**config.mk**
```make
export PLATFORM = sky130hd
export DESIGN_NAME = d_phy_hs_tx_seq
export DESIGN_NICKNAME = d
export VERILOG_FILES = /design/src/rtl/d_phy_hs_tx_seq.sv
export SDC_FILE = /design/constraint.sdc
export NUM_CORES = 1
export LEC_CHECK = 0
export CORE_MARGIN = 4
export CORE_UTILIZATION = 46
export CTS_BUF_LIST = sky130_fd_sc_hd__clkbuf_4 sky130_fd_sc_hd__clkbuf_8
export CTS_CLUSTER_SIZE = 28
export DETAILED_ROUTE_END_ITERATION = 6
export HOLD_SLACK_MARGIN = 0.05
export PLACE_DENSITY_LB_ADDON = 0.2
export SYNTH_ARGS = -nofsm -noshare
export SYNTH_HDL_FRONTEND = slang
export SYNTH_SLANG_ARGS = --single-unit
```
**constraint.sdc**
```tcl
create_clock -name hs_tx_word_clk -period 1.8 [get_ports hs_tx_word_clk]
set_input_delay 0.36 -clock hs_tx_word_clk [delete_from_list [all_inputs] [get_ports hs_tx_word_clk]]
set_output_delay 0.36 -clock hs_tx_word_clk [all_outputs]
set_load 0.1 [all_outputs]
```
**src/rtl/d_phy_hs_tx_seq.sv**
```systemverilog
// MIPI D-PHY high-speed transmit sequencer for one data lane.
// Walks LP-11 -> LP-01 -> LP-00 -> HS-0 -> sync -> payload -> trail -> LP-11.
module d_phy_hs_tx_seq #(
  parameter int HS_TX_WORD_BIT_WIDTH = 8,
  parameter int T_LPX_CYC            = 2,
  parameter int T_HS_PREPARE_CYC     = 2,
  parameter int T_HS_ZERO_CYC        = 4,
  parameter int T_HS_TRAIL_CYC       = 3,
  parameter int T_HS_EXIT_CYC        = 2
) (
  input  logic                            hs_tx_word_clk,
  input  logic                            rst,
  input  logic                            tx_request_hs,
  input  logic [HS_TX_WORD_BIT_WIDTH-1:0] tx_data_hs,
  input  logic                            tx_valid_hs,
  output logic                            tx_ready_hs,
  output logic                            lp_dp,
  output logic                            lp_dn,
  output logic                            hs_en,
  output logic [HS_TX_WORD_BIT_WIDTH-1:0] hs_data,
  output logic                            stop_state,
  output logic                            underflow
);

  localparam int W = HS_TX_WORD_BIT_WIDTH;
  localparam logic [W-1:0] SYNC_WORD = W'(8'hB8);

  typedef enum logic [2:0] {
    ST_STOP,
    ST_LPX,
    ST_PREP,
    ST_ZERO,
    ST_SYNC,
    ST_DATA,
    ST_TRAIL,
    ST_EXIT
  } state_t;

  state_t     state;
  logic [7:0] phase_cnt;
  logic       phase_done;

  // Trail drives the complement of the last serialized bit (the word's MSB).
  function automatic logic [W-1:0] trail_word(input logic [W-1:0] last_word);
    return {W{~last_word[W-1]}};
  endfunction

  always_comb begin
    phase_done = 1'b0;
    case (state)
      ST_LPX:   phase_done = (phase_cnt == 8'(T_LPX_CYC - 1));
      ST_PREP:  phase_done = (phase_cnt == 8'(T_HS_PREPARE_CYC - 1));
      ST_ZERO:  phase_done = (phase_cnt == 8'(T_HS_ZERO_CYC - 1));
      ST_TRAIL: phase_done = (phase_cnt == 8'(T_HS_TRAIL_CYC - 1));
      ST_EXIT:  phase_done = (phase_cnt == 8'(T_HS_EXIT_CYC - 1));
      default:  phase_done = 1'b0;
    endcase
  end

  always_ff @(posedge hs_tx_word_clk) begin
    if (rst) begin
      state     <= ST_STOP;
      phase_cnt <= 8'd0;
      hs_data   <= '0;
      underflow <= 1'b0;
    end else begin
      case (state)
        ST_STOP: begin
          phase_cnt <= 8'd0;
          if (tx_request_hs) begin
            state     <= ST_LPX;
            underflow <= 1'b0;
          end
        end
        ST_SYNC, ST_DATA: begin
          phase_cnt <= 8'd0;
          if (!tx_request_hs) begin
            state   <= ST_TRAIL;
            hs_data <= trail_word(hs_data);
          end else begin
            state <= ST_DATA;
            if (tx_valid_hs) hs_data   <= tx_data_hs;
            else             underflow <= 1'b1;
          end
        end
        default: begin
          // Timed phases: count to the phase length, then step to the next phase.
          if (!phase_done) begin
            phase_cnt <= phase_cnt + 8'd1;
          end else begin
            phase_cnt <= 8'd0;
            case (state)
              ST_LPX:   state <= ST_PREP;
              ST_PREP: begin
                state   <= ST_ZERO;
                hs_data <= '0;
              end
              ST_ZERO: begin
                state   <= ST_SYNC;
                hs_data <= SYNC_WORD;
              end
              ST_TRAIL: begin
                state   <= ST_EXIT;
                hs_data <= '0;
              end
              default:  state <= ST_STOP;
            endcase
          end
        end
      endcase
    end
  end

  assign lp_dp       = (state == ST_STOP) || (state == ST_EXIT);
  assign lp_dn       = (state == ST_STOP) || (state == ST_EXIT) || (state == ST_LPX);
  assign hs_en       = (state == ST_ZERO) || (state == ST_SYNC) ||
                       (state == ST_DATA) || (state == ST_TRAIL);
  assign stop_state  = (state == ST_STOP);
  assign tx_ready_hs = tx_request_hs && ((state == ST_SYNC) || (state == ST_DATA));

endmodule

```
Word-level counts from Yosys, hierarchy flattened

Index checks and enable logic that the tools add are counted.

Flip-flop bits (word level): 20
Latch bits: 0
RAM bits: 0
Bits in read-only memories: 0
Input port bits: 12
Memories: 0

Add/subtract/negate cells: 1
$mul: 0
Divide/modulo/power cells: 0
$lt $le $gt $ge: 0
Equality and inequality tests: 14
Shifts and indexed selects: 0
Mux-type cells: 15
Bitwise operators: 2
Reductions and logical operators: 19

Operator list:

| kind                | number |
|---|---|
| $pmux 8 s2          | 2 |
| $mux 8              | 3 |
| $eq 8x2->1 const B  | 2 |
| $eq 3x3->1 const B  | 4 |
| $pmux 3 s4          | 1 |
| $add 8x1->8 const B | 1 |
| $eq 8x1->1 const B  | 1 |
| $reduce_and 4->1    | 2 |
| $eq 3x2->1 const B  | 2 |
| $logic_or 1x1->1    | 6 |
| $mux 3              | 2 |
| $ne 2x2->1 const B  | 3 |
| $pmux 3 s2          | 1 |
| $reduce_bool 3->1   | 2 |
| $reduce_or 5->1     | 1 |
| $reduce_bool 2->1   | 2 |
| $reduce_or 2->1     | 2 |
| $eq 3x1->1 const B  | 1 |
| $logic_not 3->1     | 1 |
| $mux 1              | 3 |
| $ne 3x3->1 const B  | 1 |
| $pmux 1 s3          | 1 |
| $reduce_or 3->1     | 1 |
| $mux 2              | 1 |
| other kinds (4)     | 5 |

Depth between registers and ports, before layout

Depth after elaboration: 5
Mapped depth: 7

Least setup slack after synthesis

Ideal clock, no wire load.

Kind: flip-flop to output port
From: register state[2]
To: output lp_dp
Arrival time: 3.628 ns
Required time: 1.440 ns
Slack: -2.188 ns
Cell stages (with the launch flop): 4
Buffers on the path: 1
Path through: dfxtp_1 > buf_1 > nor3_1 > nand2b_1

Word-level cells in the longest chain between the ends: 2
Elaborated cells on any way between the ends: 3

Ends and longest elaborated chain:

| item                   | RTL line | text |
|---|---|---|
| start, declared        | 39       | `state_t state;` |
| start signal, assigned | 62       | `state <= ST_STOP;` |
| start signal, assigned | 71       | `state <= ST_LPX;` |
| start signal, assigned | 78       | `state <= ST_TRAIL;` |
| $logic_not 3->1        | -        |  |
| named net stop_state   | 21       | `output logic stop_state,` |
| $logic_or 1x1->1       | 114      | `assign lp_dp = (state == ST_STOP) \|\| (state == ST_EXIT);` |
| end, declared          | 17       | `output logic lp_dp,` |

The timed path passes the listed nets, and every way through them passes these cells.

Worst setup path after layout

From: register phase_cnt[4]
To: register state[0]

Word-level cells in the longest chain between the ends: 4
Elaborated cells on any way between the ends: 6

Ends and longest elaborated chain:

| item                               | RTL line   | text |
|---|---|---|
| start, declared                    | 40         | `logic [7:0] phase_cnt;` |
| start signal, assigned             | 89         | `phase_cnt <= phase_cnt + 8'd1;` |
| $eq 8x1->1 (tied with other cells) | 51, 52, 55 |  |
| $pmux 1 s3 *                       | 50         | `case (state)` |
| $reduce_bool 3->1 (no line) *      | -          |  |
| $reduce_and 2->1 (no line) *       | -          |  |

Mark *: on every way between the ends. The rest lies on a longest branch, timed or not.
A chain may end at the register's enable or synchronous reset.

==> flow_summary_export.csv <==
group,metric,value,unit
outcome,run_status,"complete, but fails checks",
outcome,failing_checks,"setup timing",
routing,avgViaCountPerCell,6.34,
finish,final_nets,186,
logic_synthesis,yosys.area_share.adder,1.10,%
clock_network,cts.reportedPaths.clkPinSlew,0.13,ns
clock_network,clock_latency,0.32,ns
power,powerDensity,666,nW/µm²
global_routing,grt_pass1_vias,1290,
routing,route.vias.total,1267,
placement,port_buffers,25,
setup_path,timing.critical_path.from_type,"flop",
floorplan,io-pin-count,26,
timing,worst_hold_slack,0.566,ns
placement,detailedPlacementHpwl,2400,µm
logic_synthesis,post_synth.cell_area_avg,8.90,µm²
setup_path,cp_max_fo,4,
logic_synthesis,synthesis.yosys.warnings,0,
global_routing,grt_antenna_before_repair,0,
logic_synthesis,synth.cell_area,1140,µm²
floorplan,fp.dieArea,3340,µm²
clock_network,clockBufferDepth,2,
timing,fin_crit_sh,108,%
floorplan,initial_utilization,50.0,%
routing,drt-pass1-iter-count,4,
setup_path,slowest_delay,0.54,ns
placement,dp_cells,191,
global_routing,grt_max_degree,17,
logic_synthesis,synth_top_family_by_area,"compound AO/OA/AOI/OAI gates",
logic_synthesis,yosys-mux-area-fraction,3.52,%
global_routing,overflow,0,
power,max-vdd-ir-drop,0.000633,V
timing,hold_violations,0,
setup_path,cell_family_with_the_largest_share_of_critical_path_delay,"simple AND/OR/NAND/NOR gates",
setup_path,timing.setup.critical_path_class,"reg2reg",
hold_path,timing.hold.worst.start,"phase_cnt[7]$_SDFF_PP0_",
logic_synthesis,netlist-cell-type-count,39,
routing,detail_route.wirelength,3980,µm
setup_path,r2r_cells,6,
floorplan,chip_height,57.8,µm
timing,achievable-frequency,514,MHz
clock_network,htree_num_levels,1,
routing,remaining_drc_errors,0,
finish,utilization,83.0,%
logic_synthesis,yosys.area_share.simple,19.2,%
logic_synthesis,sequential_share_of_the_synthesized_area,35.2,%
clock_network,cts_tree,"built",
timing,setup_repair_after_global_routing_missed_its_margin,"yes",
setup_path,timing.rr.end,"state[0]$_SDFFE_PP0P_",
setup_path,crit_buf_inv,1,
timing,setup_tns,-0.185,ns
placement,gp_routability_congestion,0.850,
logic_synthesis,synth_cells,128,
floorplan,num_rows,17,
clock_network,cts-buffers-inserted,3,
timing,maxSlewViolCount,0,
hold_path,min_delay_worst_endpoint,"phase_cnt[7]$_SDFF_PP0_",
timing,post-route-worst-setup-slack,-0.146,ns
finish,insertedDiodeCount,0,
floorplan,die_w,57.8,µm
global_routing,grt_pass1_wl,5970,µm
logic_synthesis,synth_top_area_share,35.2,%
logic_synthesis,synth-async-reset-ratio,0,%
floorplan,core,2280,µm²
logic_synthesis,syn-num-nets,141,
hold_path,min_path_type,"reg2reg",
logic_synthesis,post_synth_main_area_contributors,"sky130_fd_sc_hd__dfxtp_1 35%, sky130_fd_sc_hd__xnor2_1 4.6%, sky130_fd_sc_hd__mux2i_1 3.5%",
routing,drt-initial-drc-count,93,
setup_path,crit_required,2.05,ns
power,leakage,0.751,nW
logic_synthesis,synth_compound_gate_area_share,28.1,%
logic_synthesis,post_synthesis_sequential_element_count,20,
logic_synthesis,yosysMostFrequentCell,"sky130_fd_sc_hd__dfxtp_1",
setup_path,timing.critical_path.slowest_stage_cell,"sky130_fd_sc_hd__or4_4",
setup_path,reg2reg_setup_slack,-0.15,ns
setup_path,r2r-start,"phase_cnt[4]$_SDFF_PP0_",
logic_synthesis,synthXorXnorAreaFrac,7.69,%
finish,layout-drive-gt1-share,38.4,%
power,p_total,1.26,mW
logic_synthesis,number_of_enable_type_register_cells_in_the_synthesized_netlist,0,
global_routing,grt_usage,22.6,%
hold_path,min_path_cells,2,
timing,worst_rel_slew_slack,56.4,%
timing,tightest_slew,0.649,ns
setup_path,list_of_cells_traversed_by_the_critical_path,"or4_4, nor3_4, buf_6, nand4_1, a32oi_1, mux2i_1",
setup_path,crit_path_start,"phase_cnt[4]$_SDFF_PP0_",
logic_synthesis,post_synth_most_frequent_cells,"20 x sky130_fd_sc_hd__dfxtp_1, 9 x sky130_fd_sc_hd__nor2_1, 7 x sky130_fd_sc_hd__nand2_1",
setup_path,crit_arrival,2.20,ns
logic_synthesis,synth_ff_type,"sky130_fd_sc_hd__dfxtp_1",
finish,area_growth,65.9,%
timing,setup_viol_count_final,3,
setup_path,cp-end-kind,"flop",
run,max_cap_viol_count,0,
routing,drt-wirelength-per-cell,19.9,µm
routing,antenna_violating_nets_post_route,0,
clock_network,cts.sink_count,20,
timing,clock-skew-final,0.00616,ns
finish,final-instance-count-excl-fill,200,
timing,post-route-min-period,1.95,ns
finish,num-fill-cells,120,
clock_network,clk_root_buffer_cell,"sky130_fd_sc_hd__clkbuf_4",
logic_synthesis,yosys.area.top_type,"sky130_fd_sc_hd__dfxtp_1",
[through the flow]
| step | area (µm²) | setup slack (ns) |
|---|---|---|
| after floorplan | 1190 | -0.417 |
| after global placement | 1720 | -0.0247 |
| after detailed placement | 1720 | -0.140 |
| after CTS | 1830 | -0.0979 |
| after global routing | 1890 | -0.225 |
| final | 1890 | -0.146 |
[area by class of cell]
type                    instances  area (µm²)  area share, %
repair buffers                 49         593           31.4
flip-flops and latches         20         413           21.9
multi-input cells              96         785           41.5
well taps                      28        35.0           1.85
clock buffers                   3        22.5           1.19
inverters                       3        11.3          0.596
clock inverters                 1        30.0           1.59
[where the power goes]
| part | leakage (nW) | switching [mW] | internal [mW] |
|---|---|---|---|
| clock | 0.0279 | 0.158 | 0.225 |
| combinational | 0.558 | 0.221 | 0.162 |
| sequential | 0.165 | 0.0358 | 0.456 |
[cell families (layout without fill, tap and decap cells)]
| kind of cell | count (synthesis) | in the layout |
|---|---|---|
| compound gates | 40 | 41 |
| simple gates | 40 | 40 |
| flops | 20 | 20 |
| buf+inv | 13 | 56 |
| xor+xnor | 10 | 10 |
| mux | 4 | 4 |
| fa+ha+maj | 1 | 1 |
[cells in the final DEF (no fill, tap or decap), drive strengths merged, types with 2 or more instances in the layout]
master         instances
dfxtp                 20
nand2b                 3
nand2                  7
nand3                  4
mux2i                  4
clkbuf                 3
nor2b                  4
o21ai                  5
o21bai                 5
nor3                   4
o211ai                 4
a211o                  4
a32oi                  3
buf                   38
nor3b                  2
and2                   2
o311a                  4
inv                    3
a21oi                  6
clkdlybuf4s50         11
nor2                   9
o41ai                  4
xor2                   4
o32ai                  2
xnor2                  6
[metal layers]
layer  track usage [%]  up-vias  part of all wire (%)
li1                  -      569                     -
met1              28.1      632                    41
met2              38.1       58                    52
met3              3.56        8                   4.9
met4              10.6        0                   1.9
met5                 0        -                     0
[state kept, by name, indices dropped and copies added, names as in the netlist]
register,cells
hs_data,8
underflow,1
state,3
phase_cnt,8
[how the worst max path moves through the flow]
stage / end / slack, ns / cells after the start
after floorplan: lp_dp / -0.42 / 3
after global placement: hs_data[7]$_SDFFE_PP0P_ / -0.02 / 4
after detailed placement: hs_data[2]$_SDFFE_PP0P_ / -0.14 / 5
after CTS: hs_data[2]$_SDFFE_PP0P_ / -0.1 / 5
after global routing: state[0]$_SDFFE_PP0P_ / -0.22 / 6
final: state[0]$_SDFFE_PP0P_ / -0.15 / 6
[worst register-to-register path, stage by stage (launching register included)]
cell                      delay [ns]
sky130_fd_sc_hd__dfxtp_2        0.34
sky130_fd_sc_hd__or4_4          0.54
sky130_fd_sc_hd__nor3_4         0.13
sky130_fd_sc_hd__buf_6          0.15
sky130_fd_sc_hd__nand4_1        0.16
sky130_fd_sc_hd__a32oi_1        0.34
sky130_fd_sc_hd__mux2i_1        0.23
[what timing repair did]
item / CTS / global route
gates cloned: 1 / 0
setup buffers: 3 / 1
pin swaps: 5 / 7
hold buffers: 0 / 0
gates resized for setup: 10 / 12
endpoints found under the setup margin: 12 / 16
No activity file was read; power rests on OpenSTA's default activity.
==> patch, RTL diff (config.mk and constraints unchanged) <==
Re-encode `state_t` (8 states) as one-hot, 8 bits wide.
--- a/src/rtl/d_phy_hs_tx_seq.sv
+++ b/src/rtl/d_phy_hs_tx_seq.sv
@@ -25,15 +25,15 @@
   localparam int W = HS_TX_WORD_BIT_WIDTH;
   localparam logic [W-1:0] SYNC_WORD = W'(8'hB8);
 
-  typedef enum logic [2:0] {
-    ST_STOP,
-    ST_LPX,
-    ST_PREP,
-    ST_ZERO,
-    ST_SYNC,
-    ST_DATA,
-    ST_TRAIL,
-    ST_EXIT
+  typedef enum logic [7:0] {
+    ST_STOP  = 8'b00000001,
+    ST_LPX   = 8'b00000010,
+    ST_PREP  = 8'b00000100,
+    ST_ZERO  = 8'b00001000,
+    ST_SYNC  = 8'b00010000,
+    ST_DATA  = 8'b00100000,
+    ST_TRAIL = 8'b01000000,
+    ST_EXIT  = 8'b10000000
   } state_t;
 
   state_t     state;
Formal check against the unedited RTL: same outputs for any inputs over 10 cycles, from zero or initial values and one cycle with rst high; not proved beyond that.
==> patch against the original RTL <==
The flow still finishes with violations (negative setup slack). Global-route usage grew 2.8 points. Via count rose by 29%. Sequential share of layout area down 2.1 points. Setup slack got worse by 0.29 ns. Power rose by 21%. Area after synthesis up 23%. Routed wire length rose by 44%. Cell area rose by 37%. Sequential cell count grew 5. Critical path type unchanged. Largest power group is now combinational cells.
==> patch: results (changes against the original RTL) <==
fin_setup_tns_ns: -10.42  # -10.23 ns
finClkSkew_ns: 0.00175  # -0.00441 ns
seq_area_frac_synth: 0.357  # +0.00549
cp-endpoint: "state[4]"
synth_commonest_cells: "dfxtp_1, nor2_1, nand2_1, inv_1"
stdcell_count: 262  # +31%
layout-drive-gt1-share: 0.567  # +0.183
ir_worst_vdd_mv: 0.380  # -40%
finalSetupViolations: 30  # +27
routed_via_density: 6.25  # -1.4%
max_stage_delay_ns: 0.42  # -0.12 ns
place_congestion: 0.871  # +2.4%
cp-startpoint: "state[1]"
syn_avg_cell_area_um2: 8.76  # -1.5%
place_inst: 242  # +27%
place_area_um2: 2160  # +26%
grt_pass1_wl_um: 8020  # +34%
synth_cell_types: 46  # +18%
worst_slack_ns: -0.433  # -0.286 ns
failed_checks: "negative setup slack"
largestRegisters: "hs_data: 8 flops, phase_cnt: 8 flops, state: 8 flops"
preCtsSetupSlack_ns: -0.282  # -0.142 ns
crit_fanout: 6  # +2
cts_setup_buffers: 9  # +6
firstDrtPassIters: 5  # +1
fin_nets: 245  # +32%
drtIter0Drc: 149  # +60%
cp.arrival_ns: 2.50  # +0.30 ns
outcome: "finished, violations left"
patch: worst max-delay path: cells and delay by family, from the launching register on:
family	cells	cell delay, ns
simple gates	2	0.84
compound gates	4	0.72
flops	1	0.35
buf+inv	2	0.25
patch: metal layers:
layer	up-vias	global-route usage	share of wire
met1	782	0.294	0.37
met3	30	0.0480	0.081
met4	0	0.127	0.050
met2	99	0.447	0.50
li1	726	-	-
met5	-	0	0
patch: cells by family after synthesis:
logic type,count (synthesis),synth area share
AOI/OAI and AO/OA,39,0.230
and+or+nand+nor,67,0.267
adders and majority gates,1,0.00893
muxes,1,0.00714
xor gates and xnor gates,10,0.0625
buffers and inverters,17,0.0670
DFF,25,0.357
patch: final cells by class:
| cell class | instances | area [µm²] |
|---|---|---|
| Sequential cell | 25 | 509 |
| Clock inverter | 1 | 5.00 |
| Clock buffer | 3 | 22.5 |
| Timing Repair Buffer | 74 | 841 |
| Multi-Input combinational cell | 118 | 1130 |
| Fill cell | 91 | 246 |
| Inverter | 10 | 37.5 |
| Tap cell | 31 | 38.8 |
patch: power breakdown:
group	leakage [nW]	switching (mW)	internal [mW]
sequential	0.205	0.0144	0.568
clock	0.0177	0.181	0.0835
combinational	0.739	0.363	0.312
total	0.962	0.558	0.963
patch: worst min-delay path by stage:
stage | depth (start not counted) | slack, ns | from | endpoint
CTS | 2 | 0.51 | hs_data[0] | hs_data[0]
global route | 2 | 0.56 | hs_data[0] | hs_data[0]
finish | 2 | 0.52 | hs_data[0] | hs_data[0]
detailed placement | 1 | 0.49 | phase_cnt[0] | phase_cnt[0]
global placement | 1 | 0.46 | phase_cnt[0] | phase_cnt[0]
floorplan | 1 | 0.44 | phase_cnt[0] | phase_cnt[0]
